`src/rtl/wavetable_loader_if.sv`:
```
// Byte-stream input and BRAM write-port bundle for the wavetable loader.
// master: stream source / write sink (front end + BRAM side).
// slave : the loader itself.
interface wavetable_loader_if #(
    parameter int D_W       = 16,
    parameter int ADDR_BITS = 8,
    parameter int WAVE_BITS = 2
);
    logic [7:0]           byte_in;
    logic                 byte_valid;
    logic                 byte_ready;
    logic                 wr_en;
    logic [WAVE_BITS-1:0] wr_wave;
    logic [ADDR_BITS-1:0] wr_addr;
    logic [D_W-1:0]       wr_data;

    modport master (
        output byte_in, byte_valid,
        input  byte_ready, wr_en, wr_wave, wr_addr, wr_data
    );

    modport slave (
        input  byte_in, byte_valid,
        output byte_ready, wr_en, wr_wave, wr_addr, wr_data
    );
endinterface

```
`src/rtl/wavetable_loader.sv`:
```
// wavetable_loader: parses framed bytes {CMD, START, COUNT, samples..., [CSUM]}
// into 16-bit samples and issues one-cycle writes to a 256x16 wavetable BRAM.
// Optional feature: define WAVETABLE_LOADER_CHECKSUM_EN to require a trailing
// XOR checksum byte over all sample bytes of the frame.
module wavetable_loader #(
    parameter int D_W       = 16,
    parameter int ADDR_BITS = 8,
    parameter int SAMPLE_CT = 256,
    parameter int WAVE_BITS = 2
) (
    input  logic               sys_clk,
    input  logic               sys_rst_n,
    wavetable_loader_if.slave  bus,
    output logic               busy,
    output logic               load_done,
    output logic               frame_err
);
    localparam logic [3:0] CMD_TAG = 4'hA;

    typedef enum logic [2:0] {
        S_IDLE,
        S_ADDR,
        S_COUNT,
        S_DATA_HI,
        S_DATA_LO,
`ifdef WAVETABLE_LOADER_CHECKSUM_EN
        S_CSUM,
`endif
        S_DONE
    } state_t;

    state_t               state_reg, state_next;
    logic                 xfer;
    logic                 cmd_ok, cmd_bad, take_addr, take_count, take_hi, take_lo;
    logic                 last_sample;
    logic [WAVE_BITS-1:0] wave_reg;
    logic [ADDR_BITS-1:0] addr_reg;
    logic [7:0]           remain_reg;
    logic [7:0]           msb_reg;
`ifdef WAVETABLE_LOADER_CHECKSUM_EN
    logic                 take_csum;
    logic [7:0]           csum_reg;
`endif

    // remain_reg counts samples still to come after the current one
    assign last_sample = (remain_reg == 8'd0);

    // State register
    always_ff @(posedge sys_clk) begin
        if (!sys_rst_n) state_reg <= S_IDLE;
        else            state_reg <= state_next;
    end

    // Next-state decode and per-byte strobes for the datapath
    always_comb begin
        state_next     = state_reg;
        cmd_ok         = 1'b0;
        cmd_bad        = 1'b0;
        take_addr      = 1'b0;
        take_count     = 1'b0;
        take_hi        = 1'b0;
        take_lo        = 1'b0;
`ifdef WAVETABLE_LOADER_CHECKSUM_EN
        take_csum      = 1'b0;
`endif
        bus.byte_ready = sys_rst_n && (state_reg != S_DONE);
        busy           = (state_reg != S_IDLE);
        xfer           = bus.byte_valid && bus.byte_ready;
        case (state_reg)
            S_IDLE: if (xfer) begin
                if (bus.byte_in[7:4] == CMD_TAG) begin
                    cmd_ok     = 1'b1;
                    state_next = S_ADDR;
                end else begin
                    cmd_bad    = 1'b1;
                end
            end
            S_ADDR: if (xfer) begin
                take_addr  = 1'b1;
                state_next = S_COUNT;
            end
            S_COUNT: if (xfer) begin
                take_count = 1'b1;
                state_next = S_DATA_HI;
            end
            S_DATA_HI: if (xfer) begin
                take_hi    = 1'b1;
                state_next = S_DATA_LO;
            end
            S_DATA_LO: if (xfer) begin
                take_lo = 1'b1;
                if (last_sample) begin
`ifdef WAVETABLE_LOADER_CHECKSUM_EN
                    state_next = S_CSUM;
`else
                    state_next = S_DONE;
`endif
                end else begin
                    state_next = S_DATA_HI;
                end
            end
`ifdef WAVETABLE_LOADER_CHECKSUM_EN
            S_CSUM: if (xfer) begin
                take_csum  = 1'b1;
                state_next = S_DONE;
            end
`endif
            S_DONE:  state_next = S_IDLE;
            default: state_next = S_IDLE;
        endcase
    end

    // Frame datapath: latch header fields, assemble samples, drive the write port
    always_ff @(posedge sys_clk) begin
        if (!sys_rst_n) begin
            wave_reg     <= '0;
            addr_reg     <= '0;
            remain_reg   <= '0;
            msb_reg      <= '0;
            bus.wr_en    <= 1'b0;
            bus.wr_wave  <= '0;
            bus.wr_addr  <= '0;
            bus.wr_data  <= '0;
            load_done    <= 1'b0;
            frame_err    <= 1'b0;
`ifdef WAVETABLE_LOADER_CHECKSUM_EN
            csum_reg     <= '0;
`endif
        end else begin
            bus.wr_en <= 1'b0;
            load_done <= 1'b0;
            frame_err <= cmd_bad;
            if (cmd_ok) begin
                wave_reg <= bus.byte_in[WAVE_BITS-1:0];
`ifdef WAVETABLE_LOADER_CHECKSUM_EN
                csum_reg <= '0;
`endif
            end
            if (take_addr)  addr_reg   <= ADDR_BITS'(bus.byte_in);
            if (take_count) remain_reg <= bus.byte_in;
            if (take_hi) begin
                msb_reg <= bus.byte_in;
`ifdef WAVETABLE_LOADER_CHECKSUM_EN
                csum_reg <= csum_reg ^ bus.byte_in;
`endif
            end
            if (take_lo) begin
                bus.wr_en   <= 1'b1;
                bus.wr_wave <= wave_reg;
                bus.wr_addr <= addr_reg;
                bus.wr_data <= D_W'({msb_reg, bus.byte_in});
                addr_reg    <= (addr_reg == ADDR_BITS'(SAMPLE_CT - 1))
                               ? '0 : addr_reg + ADDR_BITS'(1);
                remain_reg  <= remain_reg - 8'd1;
`ifdef WAVETABLE_LOADER_CHECKSUM_EN
                csum_reg    <= csum_reg ^ bus.byte_in;
`else
                if (last_sample) load_done <= 1'b1;
`endif
            end
`ifdef WAVETABLE_LOADER_CHECKSUM_EN
            if (take_csum) begin
                if (bus.byte_in == csum_reg) load_done <= 1'b1;
                else                         frame_err <= 1'b1;
            end
`endif
        end
    end
endmodule

```
`src/flat_wrapper.sv`:
```
// flat-port wrapper written by rule: the top's interface ports become plain ports
module wavetable_loader_flat 
#(
    parameter int D_W       = 16,
    parameter int ADDR_BITS = 8,
    parameter int SAMPLE_CT = 256,
    parameter int WAVE_BITS = 2
)
  (sys_clk, sys_rst_n, busy, load_done, frame_err, bus_byte_in, bus_byte_valid, bus_byte_ready, bus_wr_en, bus_wr_wave, bus_wr_addr, bus_wr_data);
  wavetable_loader_if #(.D_W(D_W), .ADDR_BITS(ADDR_BITS), .WAVE_BITS(WAVE_BITS)) bus_i ();
  input  logic sys_clk;
  input  logic sys_rst_n;
  output logic busy;
  output logic load_done;
  output logic frame_err;
  input wire logic [$bits(bus_i.byte_in)-1:0] bus_byte_in;
  input wire logic [$bits(bus_i.byte_valid)-1:0] bus_byte_valid;
  output wire logic [$bits(bus_i.byte_ready)-1:0] bus_byte_ready;
  output wire logic [$bits(bus_i.wr_en)-1:0] bus_wr_en;
  output wire logic [$bits(bus_i.wr_wave)-1:0] bus_wr_wave;
  output wire logic [$bits(bus_i.wr_addr)-1:0] bus_wr_addr;
  output wire logic [$bits(bus_i.wr_data)-1:0] bus_wr_data;
  assign bus_i.byte_in = bus_byte_in;
  assign bus_i.byte_valid = bus_byte_valid;
  assign bus_byte_ready = bus_i.byte_ready;
  assign bus_wr_en = bus_i.wr_en;
  assign bus_wr_wave = bus_i.wr_wave;
  assign bus_wr_addr = bus_i.wr_addr;
  assign bus_wr_data = bus_i.wr_data;
  wavetable_loader #(.D_W(D_W), .ADDR_BITS(ADDR_BITS), .SAMPLE_CT(SAMPLE_CT), .WAVE_BITS(WAVE_BITS)) u_core (.sys_clk(sys_clk), .sys_rst_n(sys_rst_n), .bus(bus_i), .busy(busy), .load_done(load_done), .frame_err(frame_err));
endmodule
```
`config.mk`:
```
export PLATFORM = sky130hd
export DESIGN_NAME = wavetable_loader_flat
export DESIGN_NICKNAME = d
export VERILOG_FILES = /design/src/rtl/wavetable_loader_if.sv /design/src/rtl/wavetable_loader.sv /design/src/flat_wrapper.sv
export SDC_FILE = /design/constraint.sdc
export NUM_CORES = 1
export LEC_CHECK = 0
export CAP_MARGIN = 5
export CORE_ASPECT_RATIO = 1.2
export CORE_UTILIZATION = 45
export DETAILED_ROUTE_END_ITERATION = 7
export HOLD_SLACK_MARGIN = 0.12
export PLACE_DENSITY = 0.75
export SLEW_MARGIN = 25
export SYNTH_ARGS = -nofsm -noshare
export SYNTH_HDL_FRONTEND = slang
export SYNTH_SLANG_ARGS = --single-unit
```
`constraint.sdc`:
```
create_clock -name sys_clk -period 3.5 [get_ports sys_clk]
set_input_delay 0.7 -clock sys_clk [delete_from_list [all_inputs] [get_ports sys_clk]]
set_output_delay 0.7 -clock sys_clk [all_outputs]
set_load 0.01 [all_outputs]
```
Word level (Yosys, flattened, before mapping)
Cells that the tools add are included.
Storage, ports and cells
  ROM bits: 0
  output and inout port bits: 31
  bits of input ports: 11
  logic and storage cells: 60
  bits in latches: 0
  register bits: 58
  memories kept: 0
  bits in writable memories: 0
Cells by class
  equal/unequal tests: 13
  $mul: 0
  shift-type cells: 0
  add/subtract/negate cells: 2
  bitwise gates (word level): 0
  muxes and demuxes: 24
  div/mod/pow operators: 0
  order comparisons: 0
  reduce and logical (&&, ||, !) cells: 10
Operators by type and width (number)
  $mux W8: 5
  $mux W3: 7
  $pmux W3 S5: 1
  $ne A2 B1 Y1 const B: 6
  $mux W1: 11
  $add A8 B1 Y8 const B: 1
  $eq A8 B8 Y1 const B: 1
  $logic_not A8 Y1: 1
  $sub A8 B1 Y8 const B: 1
  $eq A3 B2 Y1 const B: 2
  $reduce_and A6 Y1: 1
  $eq A4 B4 Y1 const B: 1
  $reduce_bool A2 Y1: 2
  $eq A3 B1 Y1 const B: 1
  $eq A3 B3 Y1 const B: 1
  $logic_not A3 Y1: 1
  $ne A3 B3 Y1 const B: 1
  $reduce_and A3 Y1: 1
  $reduce_bool A3 Y1: 1
  $logic_and A1 B1 Y1: 2
  $reduce_and A2 Y1: 1

Depth between registers and ports, before layout
Gate-level depths: netlist (run 1).
  depth after elaboration: 7
  depth in mapped cells: 8
  depth with buffers taken out: 6

Worst setup path after synthesis (run 1)
OpenSTA, ideal clock, no wires.
  path type: in2out
  start: input sys_rst_n
  end: output bus_byte_ready
  required time: 2.800 ns
  buffers on the path: 2
  stages on the path: 3
  slack: 1.324 ns
  arrival time: 1.476 ns
  path through: clkbuf_1 -> clkbuf_1 -> a21boi_0
On the way
  word-level cells in the longest chain between the ends: 1
Ends and longest elaborated chain
  start: declaration: RTL line flat_wrapper.sv:12  | input logic sys_rst_n;
  $logic_and A1 B1 Y1: RTL line wavetable_loader.sv:66  | bus.byte_ready = sys_rst_n && (state_reg != S_DONE);
  end: declaration: RTL line flat_wrapper.sv:18  | output wire logic [$bits(bus_i.byte_ready)-1:0] bus_byte_ready;
No other way between the ends.

Worst setup path in the final report (run 1)
Ends and elaborated chain as after synthesis.

==> impl_metrics.xml, run 1 <==
<?xml version="1.0" encoding="UTF-8"?>
<metrics>
  <group name="outcome">
    <metric name="status" unit="">complete, no violations</metric>
  </group>
  <group name="die">
    <metric name="start_util" unit="%">47.30</metric>
    <metric name="floorplan.core_area" unit="µm²">5743</metric>
    <metric name="chipHeight" unit="µm">87.11</metric>
    <metric name="die_x" unit="µm">72.93</metric>
    <metric name="ios" unit="">42</metric>
    <metric name="full_die_area" unit="µm²">6353</metric>
    <metric name="placementRows" unit="">30</metric>
  </group>
  <group name="clocking">
    <metric name="clkSinkCount" unit="">58</metric>
    <metric name="cts_hold_buf" unit="">0</metric>
    <metric name="clock_insertion_delay_worst_skew" unit="ps">330</metric>
    <metric name="postCtsResizedCells" unit="">0</metric>
    <metric name="cts_buffer_depth" unit="">2</metric>
    <metric name="cts-buffers-inserted" unit="">9</metric>
    <metric name="cts.clk_slew.worst_paths" unit="ps">60</metric>
    <metric name="total_number_of_h_tree_levels" unit="">3</metric>
    <metric name="cts_root_buffer" unit="">clkbuf_8</metric>
    <metric name="tritoncts" unit="">built</metric>
    <metric name="post_cts_setup_inserts" unit="">0</metric>
  </group>
  <group name="sta">
    <metric name="layout_min_cycle_time" unit="ps">2662</metric>
    <metric name="rsz_0062_raised_after_global_routing" unit="">no</metric>
    <metric name="report.final.slew_viol_count" unit="">0</metric>
    <metric name="skew" unit="ps">6.169</metric>
    <metric name="finalHoldViolCount" unit="">0</metric>
    <metric name="transition_at_the_pin_with_the_smallest_max_transition_slack" unit="ps">628.7</metric>
    <metric name="max_clock_freq" unit="MHz">375.7</metric>
    <metric name="slew_headroom" unit="%">57.86</metric>
    <metric name="layout_worst_path_cycle_share" unit="%">76.06</metric>
    <metric name="totalNegativeSetupSlack" unit="ps">0</metric>
    <metric name="setup_viol" unit="">0</metric>
    <metric name="layout_setup_ws" unit="ps">837.9</metric>
    <metric name="timing.hold.ws" unit="ps">449.0</metric>
  </group>
  <group name="global_routing">
    <metric name="track_usage" unit="%">21.55</metric>
    <metric name="vias_in_the_first_global_route" unit="">2166</metric>
    <metric name="global_route.overflow_total" unit="">0</metric>
    <metric name="grt_antenna_before_repair" unit="">0</metric>
    <metric name="maximum_number_of_pins_on_one_net_before_global_route_repair" unit="">35</metric>
    <metric name="first_pass_grt_wire_length" unit="mm">10.27</metric>
  </group>
  <group name="final_layout">
    <metric name="n_antenna_cell" unit="">0</metric>
    <metric name="finish.instance_area" unit="µm²">3322</metric>
    <metric name="layout_cell_share_with_drive_strength_beyond_1" unit="%">8.732</metric>
    <metric name="area_growth_syn_to_layout" unit="%">22.29</metric>
    <metric name="largest_reg_by_ff_count" unit="">u_core.bus.wr_data</metric>
    <metric name="finalNetCount" unit="">364</metric>
    <metric name="largest_reg_flops" unit="">16</metric>
  </group>
  <group name="critical_path">
    <metric name="cp-start-kind" unit="">input pin</metric>
    <metric name="critPathTopFamily" unit="">buffers and inverters</metric>
    <metric name="timing.critical_path.mode_cell" unit="">clkdlybuf4s50_1</metric>
    <metric name="crit_type" unit="">input pin to output pin</metric>
    <metric name="critical_path_buf_inv_count" unit="">2</metric>
    <metric name="worst_setup_end_kind" unit="">output pin</metric>
    <metric name="worst_ep_required_time" unit="ps">2800</metric>
    <metric name="cp_max_fo" unit="">3</metric>
    <metric name="slowest_delay" unit="ps">560</metric>
    <metric name="critical_path_cell_by_cell" unit="">clkdlybuf4s50_1 -&gt; a21boi_0 -&gt; clkdlybuf4s50_1</metric>
    <metric name="critical-path-slowest-cell" unit="">clkdlybuf4s50_1</metric>
    <metric name="critPathArrivalTime" unit="ps">1960</metric>
  </group>
  <group name="job">
    <metric name="cap_violations" unit="">0</metric>
  </group>
  <group name="route">
    <metric name="vias" unit="">2334</metric>
    <metric name="detail_route.first_pass.iterations" unit="">4</metric>
    <metric name="drt_iter0_markers" unit="">131</metric>
    <metric name="drt_drc_violations_left" unit="">0</metric>
    <metric name="ant_nets" unit="">0</metric>
    <metric name="avgRoutedWirePerCell" unit="µm">14.00</metric>
    <metric name="drt-total-wl" unit="mm">6.090</metric>
    <metric name="post_drt_via_cell_ratio" unit="">5.366</metric>
  </group>
  <group name="placed_design">
    <metric name="pre_cts_slack" unit="ps">686.8</metric>
    <metric name="finalWeightedCongestion" unit="">0.8609</metric>
    <metric name="place_area" unit="µm²">3158</metric>
    <metric name="post-dp-hpwl" unit="mm">4.251</metric>
    <metric name="place.port_buffers" unit="">41</metric>
  </group>
  <group name="logic_synthesis">
    <metric name="yosys.area_share.simple" unit="%">23.58</metric>
    <metric name="synthMostInstantiatedCell" unit="">nand2_1</metric>
    <metric name="netlist_instances" unit="">314</metric>
    <metric name="seq_area_frac_synth" unit="%">42.75</metric>
    <metric name="synth_fa_ha_area_share" unit="%">1.382</metric>
    <metric name="fraction_of_synthesis_flops_using_an_asynchronous_set_or_reset_pin" unit="%">0</metric>
    <metric name="avgSynthCellArea" unit="µm²">8.651</metric>
    <metric name="xor_and_xnor_area_share_after_synthesis" unit="%">0.6449</metric>
    <metric name="mappedNetlistArea" unit="µm²">2716</metric>
    <metric name="complex_gate_fraction_of_the_synthesized_area" unit="%">22.85</metric>
    <metric name="synth-main-ff-cell" unit="">dfxtp_1</metric>
    <metric name="number_of_warnings_reported_in_the_yosys_synthesis_log" unit="">0</metric>
    <metric name="synth_cell_type_count" unit="">59</metric>
    <metric name="synth_area_leaders" unit="">dfxtp_1, nand2_1, a21boi_1, mux2i_1, nor2b_1</metric>
    <metric name="syn_nets" unit="">328</metric>
    <metric name="synth_edf_count" unit="">0</metric>
    <metric name="synth_top_family_by_area" unit="">simple AND/OR/NAND/NOR gates</metric>
    <metric name="synthMuxAreaShare" unit="%">4.053</metric>
    <metric name="synth_largest_area_cell" unit="">dfxtp_1</metric>
    <metric name="synth.cells.most_frequent" unit="">nand2_1, dfxtp_1, a21boi_1, nor2b_1</metric>
    <metric name="synth_seq_cells" unit="">58</metric>
    <metric name="synth_top_area_share" unit="%">42.75</metric>
  </group>
  <group name="power">
    <metric name="static-leakage-power" unit="µW">0.001139</metric>
    <metric name="total_power" unit="µW">1269</metric>
    <metric name="power_density" unit="nW/µm²">382.0</metric>
    <metric name="ir_worst_vdd" unit="mV">0.2070</metric>
  </group>
  <group name="worst_hold_path">
    <metric name="min_path_type" unit="">flip-flop to flip-flop</metric>
  </group>
</metrics>
## through the flow
step	utilization (%)	instances
floorplan	-	314
global placement	54.99	419
detailed placement	54.99	419
CTS	57.84	435
global route	57.84	435
finish	57.84	435
## area by class of cell
type	instances	area [µm²]
Clock buffer	13	148.9
Clock inverter	3	15.01
Fill cell	536	2421
Inverter	6	22.52
Multi-Input combinational cell	229	1426
Sequential cell	58	1161
Tap cell	80	100.1
Timing Repair Buffer	46	447.9
## where the power goes
group,internal [µW],total (µW),switching [µW]
Combinational,38.2,79.3,41.1
Sequential,664,671,6.60
Clock,273,519,246
Total,975,1270,294
## worst register-to-register path, cell delays in order (launching register included)
cell and delay [ps]:
dfxtp_1 530, nor3b_4 420, nand2_2 280, inv_2 300, buf_4 280, nand2_1 80, a21boi_1 150
## kinds of logic after synthesis
kind of cell,count (synthesis)
and+or+nand+nor,126
AOI/OAI and AO/OA,87
DFF,58
buffers and inverters,27
muxes,11
adders and majority gates,3
xor gates and xnor gates,2
## placed cells by master (no fill, tap or decap), types with 3 or more instances in the layout
master            n
inv_1             5
o21a_1            4
clkbuf_1          3
nor2b_1          12
dfxtp_1          58
clkbuf_8         10
nand3_1           4
ha_1              3
buf_4             5
a21boi_1         29
clkinv_2          3
o21ai_1           7
a32o_1            3
clkdlybuf4s50_1  41
a21oi_1          11
mux2i_1          11
nor3_1            3
nor2_1           11
o21ai_0           7
nand2_1          70
or3_1             3
## layer usage
layer / GRT usage [%] / vias up / share of wire [%]
met1: 26.95 / 1089 / 46
met5: 0 / - / 0
met4: 13.19 / 0 / 2.9
met3: 6.250 / 15 / 3.8
met2: 32.54 / 50 / 47
li1: - / 1180 / -
## path summary, 6_finish.rpt
kind                       start                     to  slack [ps]  cells after the start
max                    sys_rst_n         bus_byte_ready         840                      3
max reg2reg  u_core.state_reg[2]  u_core.bus.wr_addr[3]        1380                      6
min reg2reg   u_core.wave_reg[1]  u_core.bus.wr_wave[1]         450                      2
min           u_core.wave_reg[1]  u_core.bus.wr_wave[1]         450                      2
No activity file was read; power rests on OpenSTA's default activity.
==> run 2, diff against run 1 <==
- PLACE_DENSITY: 0.75 -> 0.77
- clock period: 3.5 -> 2.4 ns (I/O delays scaled with it)
==> run 2 against run 1 <==
Net effect:
- clock power up 69%
- largest cell class unchanged
- setup slack worse by 700 ps
- critical path type unchanged
- global-route usage up 0.21 points
==> impl_metrics.xml, run 2 (synthesis gave the netlist of run 1 again) <==
<?xml version="1.0" encoding="UTF-8"?>
<metrics>
  <group name="outcome">
    <metric name="status" unit="">complete, no violations</metric>
  </group>
  <group name="power">
    <metric name="power.share.clock" unit="%">44.2</metric>
    <metric name="p_int" unit="µW">1530</metric>
    <metric name="power_density" unit="nW/µm²">575.0</metric>
    <metric name="static-leakage-power" unit="µW">0.001213</metric>
    <metric name="p_seq_share" unit="%">49.4</metric>
    <metric name="p_switching" unit="µW">448.8</metric>
    <metric name="ir_worst_vdd" unit="mV">0.3103</metric>
    <metric name="switching_share" unit="%">22.68</metric>
    <metric name="combPwrFrac" unit="%">6.4</metric>
  </group>
  <group name="worst_hold_path">
    <metric name="min_from" unit="">u_core.wave_reg[1]</metric>
    <metric name="worstHoldEndpoint" unit="">u_core.bus.wr_wave[1]</metric>
    <metric name="worstHoldPathCells" unit="">2</metric>
    <metric name="min_path_type" unit="">flip-flop to flip-flop</metric>
  </group>
  <group name="die">
    <metric name="start_util" unit="%">47.30</metric>
    <metric name="full_die_area" unit="µm²">6353</metric>
    <metric name="floorplan.core_area" unit="µm²">5743</metric>
    <metric name="chipHeight" unit="µm">87.11</metric>
    <metric name="ios" unit="">42</metric>
    <metric name="die_x" unit="µm">72.93</metric>
    <metric name="placementRows" unit="">30</metric>
  </group>
  <group name="sta">
    <metric name="layout_setup_ws" unit="ps">137.0</metric>
    <metric name="max_clock_freq" unit="MHz">441.9</metric>
    <metric name="totalNegativeSetupSlack" unit="ps">0</metric>
    <metric name="rsz_0062_raised_after_global_routing" unit="">no</metric>
    <metric name="setup_viol" unit="">0</metric>
    <metric name="skew" unit="ps">7.552</metric>
    <metric name="layout_worst_path_cycle_share" unit="%">94.29</metric>
    <metric name="finalHoldViolCount" unit="">0</metric>
    <metric name="transition_at_the_pin_with_the_smallest_max_transition_slack" unit="ps">494.8</metric>
    <metric name="report.final.slew_viol_count" unit="">0</metric>
    <metric name="layout_min_cycle_time" unit="ps">2263</metric>
    <metric name="slew_headroom" unit="%">66.97</metric>
  </group>
  <group name="route">
    <metric name="drt_iter0_markers" unit="">131</metric>
    <metric name="drt_drc_violations_left" unit="">0</metric>
    <metric name="avgRoutedWirePerCell" unit="µm">14.54</metric>
    <metric name="detail_route.first_pass.iterations" unit="">4</metric>
    <metric name="ant_nets" unit="">0</metric>
    <metric name="vias" unit="">2398</metric>
    <metric name="post_drt_via_cell_ratio" unit="">5.365</metric>
    <metric name="drt-total-wl" unit="mm">6.501</metric>
  </group>
  <group name="global_routing">
    <metric name="vias_in_the_first_global_route" unit="">2164</metric>
    <metric name="global_route.overflow_total" unit="">0</metric>
    <metric name="track_usage" unit="%">21.76</metric>
    <metric name="first_pass_grt_wire_length" unit="mm">10.38</metric>
    <metric name="maximum_number_of_pins_on_one_net_before_global_route_repair" unit="">45</metric>
    <metric name="grt_antenna_before_repair" unit="">0</metric>
  </group>
  <group name="final_layout">
    <metric name="layout_cell_share_with_drive_strength_beyond_1" unit="%">11.99</metric>
    <metric name="area_growth_syn_to_layout" unit="%">26.67</metric>
    <metric name="largest_reg_flops" unit="">16</metric>
    <metric name="fin_util" unit="%">59.91</metric>
    <metric name="most-common-layout-cells" unit="">nand2_1, dfxtp_1, clkdlybuf4s50_1</metric>
    <metric name="finalNetCount" unit="">377</metric>
    <metric name="largest_reg_by_ff_count" unit="">u_core.bus.wr_data</metric>
    <metric name="n_antenna_cell" unit="">0</metric>
    <metric name="most_common_cell_after_layout_fill_and_taps_aside" unit="">nand2_1</metric>
  </group>
  <group name="clocking">
    <metric name="cts-buffers-inserted" unit="">9</metric>
    <metric name="cts_hold_buf" unit="">0</metric>
    <metric name="clock_insertion_delay_worst_skew" unit="ps">340</metric>
    <metric name="postCtsResizedCells" unit="">0</metric>
    <metric name="tritoncts" unit="">built</metric>
    <metric name="cts.clk_slew.worst_paths" unit="ps">70</metric>
    <metric name="post_cts_setup_inserts" unit="">0</metric>
    <metric name="clkSinkCount" unit="">58</metric>
    <metric name="cts_root_buffer" unit="">clkbuf_8</metric>
    <metric name="cts_buffer_depth" unit="">2</metric>
    <metric name="total_number_of_h_tree_levels" unit="">3</metric>
  </group>
  <group name="critical_path">
    <metric name="timing.critical_path.mode_cell" unit="">clkdlybuf4s50_1</metric>
    <metric name="worst_setup_end_kind" unit="">output pin</metric>
    <metric name="critical_path_cell_by_cell" unit="">clkdlybuf4s50_1 -&gt; a21boi_0 -&gt; clkdlybuf4s50_1</metric>
    <metric name="critPathTopFamily" unit="">buffers and inverters</metric>
    <metric name="critical-path-slowest-cell" unit="">clkdlybuf4s50_1</metric>
    <metric name="worst_ep_required_time" unit="ps">1920</metric>
    <metric name="slowest_delay" unit="ps">560</metric>
    <metric name="worst_r2r_startpoint" unit="">u_core.remain_reg[0]</metric>
    <metric name="rrSetupSlack" unit="ps">590</metric>
    <metric name="worst-r2r-cell-count" unit="">6</metric>
    <metric name="cp-start-kind" unit="">input pin</metric>
    <metric name="cp_max_fo" unit="">6</metric>
    <metric name="critPathArrivalTime" unit="ps">1780</metric>
    <metric name="critical_path_buf_inv_count" unit="">2</metric>
    <metric name="crit_reg_reg_endpoint" unit="">u_core.state_reg[1]</metric>
    <metric name="crit_type" unit="">input pin to output pin</metric>
  </group>
  <group name="placed_design">
    <metric name="place.port_buffers" unit="">41</metric>
    <metric name="finalWeightedCongestion" unit="">0.8656</metric>
    <metric name="post-dp-hpwl" unit="mm">4.529</metric>
    <metric name="pre_cts_slack" unit="ps">124.8</metric>
  </group>
  <group name="job">
    <metric name="cap_violations" unit="">0</metric>
  </group>
</metrics>
[run 2: changes by cell type in the layout (fill, tap and decap cells not counted)]
| cell | previous run | this run |
|---|---|---|
| clkbuf_1 | 3 | 2 |
| clkinv_2 | 3 | 2 |
| bufinv_16 | 0 | 1 |
| buf_4 | 5 | 18 |
[run 2: area by class of cell]
| cell class | instances | area, µm² |
|---|---|---|
| clock buffer | 12 | 145.1 |
| clock inverter | 3 | 40.04 |
| fill | 521 | 2302 |
| inverter | 6 | 22.52 |
| multi-input combinational | 229 | 1426 |
| sequential | 58 | 1161 |
| tap | 80 | 100.1 |
| timing repair buffer | 59 | 545.5 |
[run 2: per-layer routing]
metal	vias up	track usage (%)	share of wire (%)
li1	1205	-	-
met1	1116	25.70	43
met2	62	35.77	50
met3	15	6.019	3.6
met4	0	11.41	3.4
met5	-	0	0
[run 2: tightest hold or removal path, delay by kind of cell (launching register included)]
family,cells,cell delay (ps)
AND/OR/NAND/NOR,1,50
AO/OA/AOI/OAI,1,50
flip-flops,1,310
[run 2: worst max-delay path by stage]
stage          depth (start not counted)      start              to
5_1_grt                                3  sys_rst_n  bus_byte_ready
2_1_floorplan                          3  sys_rst_n  bus_byte_ready
3_5_place_dp                           3  sys_rst_n  bus_byte_ready
4_1_cts                                3  sys_rst_n  bus_byte_ready
3_3_place_gp                           3  sys_rst_n  bus_byte_ready
6_report                               3  sys_rst_n  bus_byte_ready
[run 2: power by group through the flow]
stage | sequential (µW) | combinational (µW) | clock, µW
2_1_floorplan | 996 | 69.5 | 0
3_3_place_gp | 999 | 123 | 0
3_5_place_dp | 999 | 124 | 0
4_1_cts | 977 | 126 | 881
5_1_grt | 978 | 135 | 925
6_report | 977 | 126 | 875
[run 2: metrics by stage]
stage | power, µW | cells | hold slack [ps] | cell area (µm²)
finish | 1979 | 447 | 449.8 | 3441
global route | 2038 | 447 | 471.9 | 3441
CTS | 1984 | 447 | 453.9 | 3441
detailed placement | 1123 | 432 | 444.9 | 3256
global placement | 1121 | 432 | 441.5 | 3256
floorplan | 1065 | 314 | 430.1 | 2716
